==> src/rtl/debug_pkg.sv <==
// debug_pkg: shared state encoding and byte-geometry helpers for the debug unit.
package debug_pkg;
    typedef enum logic [2:0] {IDLE, LOAD, SEND, WAIT, DONE} state_t;
    localparam int DEF_NBITS      = 32;
    localparam int DEF_BYTE       = 8;
    localparam int BYTES_PER_WORD = DEF_NBITS / DEF_BYTE;
    localparam int BIDX_W         = $clog2(BYTES_PER_WORD);
    function automatic int bidx_w(input int nbits, input int nbyte);
        return (nbits / nbyte > 1) ? $clog2(nbits / nbyte) : 1;
    endfunction
endpackage

==> src/rtl/debug_byte_sel.sv <==
// debug_byte_sel: combinational MSB-first byte selector, index 0 is the top byte of the word.
module debug_byte_sel #(
    parameter int NBITS = 32,
    parameter int BYTE  = 8,
    parameter int BW    = 2
) (
    input  logic [NBITS-1:0] word_i,
    input  logic [BW-1:0]    idx_i,
    output logic [BYTE-1:0]  byte_o
);
    always_comb begin
        byte_o = '0;
        for (int k = 0; k < NBITS / BYTE; k++)
            if (idx_i == BW'(k)) byte_o = word_i[NBITS-1-k*BYTE -: BYTE];
    end
endmodule

==> src/rtl/debug_reg_dump.sv <==
// debug_reg_dump: sweeps the register file over its debug port and streams every word,
// MSB byte first, to the UART transmitter through a start/done handshake.
module debug_reg_dump
    import debug_pkg::*;
#(
    parameter int REGS   = 5,
    parameter int NBITS  = DEF_NBITS,
    parameter int CELDAS = 32,
    parameter int BYTE   = DEF_BYTE
) (
    input  logic             clk,
    input  logic             reset,
    input  logic             i_Start,
    output logic [REGS-1:0]  o_RegDebug,
    input  logic [NBITS-1:0] i_RegDebugDato,
    output logic [BYTE-1:0]  o_TxDato,
    output logic             o_TxStart,
    input  logic             i_TxDone,
    output logic             o_Busy,
    output logic             o_Done
);
    localparam int BPW = NBITS / BYTE;
    localparam int BW  = bidx_w(NBITS, BYTE);
    localparam logic [REGS-1:0] LAST_REG  = REGS'(CELDAS - 1);
    localparam logic [BW-1:0]   LAST_BYTE = BW'(BPW - 1);

    state_t            state_q, state_d;
    logic [REGS-1:0]   reg_q, reg_d;
    logic [BW-1:0]     byte_q, byte_d;
    logic [NBITS-1:0]  word_q, word_d;

    always_ff @(posedge clk or posedge reset) begin
        if (reset) begin
            state_q <= IDLE;
            reg_q   <= '0;
            byte_q  <= '0;
            word_q  <= '0;
        end else begin
            state_q <= state_d;
            reg_q   <= reg_d;
            byte_q  <= byte_d;
            word_q  <= word_d;
        end
    end

    always_comb begin
        state_d = state_q;
        reg_d   = reg_q;
        byte_d  = byte_q;
        word_d  = word_q;
        case (state_q)
            IDLE: if (i_Start) begin
                reg_d   = '0;
                state_d = LOAD;
            end
            LOAD: begin
                word_d  = i_RegDebugDato;
                byte_d  = '0;
                state_d = SEND;
            end
            SEND: state_d = WAIT;
            WAIT: if (i_TxDone) begin
                if (byte_q != LAST_BYTE) begin
                    byte_d  = byte_q + BW'(1);
                    state_d = SEND;
                end else if (reg_q != LAST_REG) begin
                    reg_d   = reg_q + REGS'(1);
                    state_d = LOAD;
                end else begin
                    state_d = DONE;
                end
            end
            DONE: state_d = IDLE;
            default: state_d = IDLE;
        endcase
    end

    // Word and byte index only move at LOAD/SEND entry, so the selected byte holds between starts.
    debug_byte_sel #(.NBITS(NBITS), .BYTE(BYTE), .BW(BW)) u_sel (
        .word_i(word_q),
        .idx_i (byte_q),
        .byte_o(o_TxDato)
    );

    assign o_RegDebug = reg_q;
    assign o_TxStart  = state_q == SEND;
    assign o_Busy     = state_q inside {LOAD, SEND, WAIT};
    assign o_Done     = state_q == DONE;
endmodule

==> config.mk <==
export PLATFORM = sky130hd
export DESIGN_NAME = debug_reg_dump
export DESIGN_NICKNAME = d
export VERILOG_FILES = /design/src/rtl/debug_pkg.sv /design/src/rtl/debug_byte_sel.sv /design/src/rtl/debug_reg_dump.sv
export SDC_FILE = /design/constraint.sdc
export NUM_CORES = 1
export LEC_CHECK = 0
export BUFFER_PORTS_ARGS = -buffer_cell sky130_fd_sc_hd__buf_2
export CAP_MARGIN = 20
export CORE_AREA = 5 5 67 69
export CTS_BUF_LIST = sky130_fd_sc_hd__clkbuf_4 sky130_fd_sc_hd__clkbuf_8 sky130_fd_sc_hd__clkbuf_16
export CTS_CLUSTER_DIAMETER = 120
export DETAILED_ROUTE_END_ITERATION = 10
export DIE_AREA = 0 0 72 74
export PLACE_DENSITY = 0.91
export SYNTH_ARGS = -nofsm -noshare
export SYNTH_HDL_FRONTEND = slang
export SYNTH_SLANG_ARGS = --single-unit
export TNS_END_PERCENT = 1
==> constraint.sdc <==
create_clock -name clk -period 4.3 [get_ports clk]
set_input_delay 1.075 -clock clk [delete_from_list [all_inputs] [get_ports clk]]
set_output_delay 1.075 -clock clk [all_outputs]
set_load 0.02 [all_outputs]
# Yosys cells after proc, flatten, opt, wreduce, memory -nomap -nowiden
# Index checks and enable logic that the tools add are counted.
# word_totals
input_bits	36
reg_bits	42
# classes
eq_ne	14
addsub	2
n_mux	17
n_reduce_logical	8
# op_table
cell	n
$mux 8	4
$mux 5	4
$mux 3	4
$ne 2x2->1 const B	6
$pmux 3 s4	1
$pmux 5 s2	1
$eq 3x2->1 const B	2
$add 5x1->5 const B	1
$ne 5x5->1 const B	1
$reduce_and 5->1	1
$eq 2x2->1 const B	2
$mux 2	2
$pmux 2 s2	1
$reduce_bool 2->1	2
$eq 3x1->1 const B	1
$eq 3x3->1 const B	1
$logic_not 3->1	1
$reduce_and 3->1	1
$reduce_bool 3->1	1
$add 2x1->2 const B	1
$eq 2x1->1 const B	1
$logic_not 2->1	1
$reduce_and 2->1	1

# Depth between registers and ports, before layout
# depth
depth_word	5
depth_mapped	7

# Cells and area by module
# A second synthesis with hierarchy kept.
# hier_totals
cells_unflattened	134
area_unflattened_um2	2099.5
# modules_own_cells
mod	instances	area_per_inst_um2	cells_per_inst	seq_area_each_um2
debug_reg_dump	1	1903.1	124	1051.0
debug_byte_sel	1	196.4	10	0.0

# Worst setup path after synthesis
# No wires, ideal clock.
# synth_path
kind	flip-flop to output port
from	register byte_q[0]
to	output o_TxDato[5]
slack_ns	1.723
stages_incl_launch_ff	8
t_arrival_ns	1.502
n_path_buf	2
required_ns	3.225
cell_sequence	dfrtp_1 inv_1 ha_1 clkbuf_1 clkbuf_1 a21oi_1 o21ai_0 a22o_1
# synth_between
elab_chain_cells	5
word_cells_on_any_way	8
classes_between	eq/ne: 3; mux: 4; reduce/logical: 1
# synth_rtl
item	line_no	rtl
from (decl)	debug_reg_dump.sv:29	logic [BW-1:0] byte_q, byte_d;
from (signal assigned)	debug_reg_dump.sv:41	byte_q <= byte_d;
$logic_not 2->1	debug_byte_sel.sv:14	if (idx_i == BW'(k)) byte_o = word_i[NBITS-1-k*BYTE -: BYTE];
$mux 8 (3 in a row)	debug_byte_sel.sv:14	
$mux 8 (*)	debug_byte_sel.sv:14	
to (decl)	debug_reg_dump.sv:16	output logic [BYTE-1:0] o_TxDato,
# Mark *: on every way between the ends. The rest lies on a longest branch, timed or not.

# Worst setup path after layout
# layout_path
from	register byte_q[0]
to	output o_TxDato[2]
# Same word-level chain as after synthesis.

==> impl_metrics.ini <==
[synth]
synthArstFlopShare = 1.00
yosysUniqueCellTypes = 38
synthesis.area_sq_mm = 0.00211
synth_top_area_frac = 0.499
yosysMostFrequentCell = dfrtp_1
ys_seq_elements = 42
ys_seq_area_frac = 0.499
synthTopCellsByCount = dfrtp_1 (42), mux2_2 (30), a21oi_1 (17)
synth_edf_count = 0
synth_fp_nets = 227
synth_ff_type = dfrtp_1
ys_top_cells_by_area = dfrtp_1 (50%), mux2_2 (16%), a21oi_1 (4.0%)
synth-simple-area-share = 0.0955
yosys.area.top_type = dfrtp_1
synthXorXnorAreaFrac = 0
synth.avg_cell_area_sq_um = 11.4
yosys-mux-area-fraction = 0.190
synth_compound_area_frac = 0.125
yosys_warnings = 0
synth_adder_area_share = 0.0356
synth_top_family_by_area = multiplexers
syn_inst = 185

[sta]
finalHoldViolCount = 0
setup_viol = 0
holdWs_ns = 0.493
fin_skew_ns = 0.00671
finalSetupTns_ns = 0
slew_headroom = 0.520
rsz0062_at_grt = false
timing.final.crit_period_ns = 3.07
tightestPinTransition_ns = 0.719
max_freq_ghz = 0.326
slew_viol_final = 0
period_share = 0.713

[cells_and_area]
drive_gt1_frac = 0.406
nets = 276
area_delta_synth_final_pct = 18.2
utilization = 0.646
antenna_cells = 0
fill_cells = 327

[global_route]
grt_max_degree = 43
grt_usage = 0.181
grt_pass1_vias = 1584
overflow = 0
grt_pass1_wl_mm = 7.44
antenna_found_initial = 0

[critical_path]
crit_fanout = 16
r2r_cells = 4
regToRegStartpoint = byte_q[0]
critPathCapture = o_TxDato[2]
critical_path.slowest_cell = ha_1
crit_type = flip-flop to output pin
cp-start-kind = flip-flop
arrival_ns = 1.99
crit_path_start = byte_q[0]
max_stage_delay_ns = 0.57
end_kind = output pin
r2r-end = o_RegDebug[2]
path_cells = inv_1 -> ha_1 -> a21oi_1 -> o21ai_0 -> a22o_1 -> buf_2
r2r_setup_slack_ns = 2.18
worstPathRequired_ns = 3.22

[detailed_routing]
vias_per_cell = 5.53
remaining_drc_errors = 0
drtPass1Iterations = 4
dr.first_iter.drc_count = 74
avgRoutedWirePerCell_um = 15.7
via_count = 1571
wirelength_mm = 4.45
ant_nets = 0

[floorplan]
initial_core_util = 0.547
die_y_um = 74
coreArea_sq_mm = 0.00386
die_w_um = 72
row_count = 23
pin_count = 52
die_area_sq_mm = 0.00533

[placement]
hpwl_mm = 3.14
gp_congestion = 0.791
numPortBuffers = 51

[clock_tree]
cts_hold_buf = 0
path_clk_slew_ns = 0.08
cts_resized = 0
htreeDepth = 2
root_buffer = clkbuf_8
cts.sinks = 42
cts_buffers = 5
cts_buffer_depth = 2
cts_tree = done
postCtsSetupBuffers = 0
clk_latency_ns = 0.30

[power]
power_leakage_nw = 1.21
powerDensity_mw_per_mm2 = 767
ir_drop_mv = 0.348

[min_path]
hp-start = word_q[12]
min_path_type = flip-flop to flip-flop

[job]
maxCapViolCount = 0

[outcome]
outcome = completed
-- critical path, delay by kind of cell, from the launching register on --
family / cells / cell delay, ns
DFF: 1 / 0.40
adders and majority gates: 1 / 0.57
AOI/OAI and AO/OA: 3 / 0.42
buffers and inverters: 2 / 0.30
-- worst min path at each step --
| stage | cells after the start | end |
|---|---|---|
| 6_report | 1 | word_q[12] |
| 5_1_grt | 1 | word_q[28] |
| 4_1_cts | 1 | word_q[12] |
| 3_5_place_dp | 1 | word_q[12] |
| 3_3_place_gp | 1 | word_q[5] |
| 2_1_floorplan | 1 | word_q[12] |
-- routing by layer --
layer / vias up / global-route usage / part of all wire
met4: 0 / 0.0752 / 0.024
met1: 757 / 0.228 / 0.45
met3: 12 / 0.0514 / 0.057
met2: 53 / 0.296 / 0.47
li1: 749 / - / -
met5: - / 0 / 0
-- layout by cell type (no fill, tap or decap), types with 3 or more instances in the layout --
cell | Yosys | final
nor3_1 | 3 | 3
nor2_1 | 3 | 3
nand2_1 | 9 | 9
clkbuf_8 | 0 | 6
inv_1 | 15 | 15
mux2_2 | 30 | 30
ha_1 | 6 | 6
a22o_1 | 8 | 8
and3_1 | 3 | 3
dfrtp_1 | 42 | 42
o21ai_0 | 9 | 9
buf_2 | 1 | 51
nand2b_1 | 3 | 3
a21oi_1 | 17 | 17
-- metrics by stage --
step | cells | power [mW] | setup WS (ns) | cell area (sq um)
CTS | 284 | 1.92 | 1.22 | 2490
floorplan | 185 | 1.37 | 1.72 | 2110
detailed placement | 277 | 1.60 | 1.56 | 2380
finish | 284 | 1.91 | 1.23 | 2490
global placement | 277 | 1.55 | 1.62 | 2380
global route | 284 | 2.04 | 1.09 | 2490
-- power breakdown --
part	switching [mW]	internal [mW]	total, mW
Clock	0.134	0.186	0.320
Sequential	0.124	0.580	0.704
Combinational	0.481	0.406	0.887
-- cells by family after synthesis --
family	count (synthesis)
AO/OA/AOI/OAI	41
flip-flops	42
buffers and inverters	26
AND/OR/NAND/NOR	35
adder cells (fa/ha/maj)	6
multiplexers	35
-- sequential cells by signal (all words and copies together), names as in the netlist --
signal,count
word_q,32
o_RegDebug,5
state_q,3
byte_q,2
-- final cells by class --
| cell class | instances | area [sq um] | area share |
|---|---|---|---|
| sequential | 42 | 1050 | 0.422 |
| multi-input combinational | 117 | 940 | 0.377 |
| timing repair buffer | 53 | 270 | 0.108 |
| clock buffer | 6 | 82.6 | 0.0331 |
| tap | 50 | 62.6 | 0.0251 |
| inverter | 15 | 56.3 | 0.0226 |
| clock inverter | 1 | 30.0 | 0.0120 |
No activity file was read; power rests on OpenSTA's default activity.
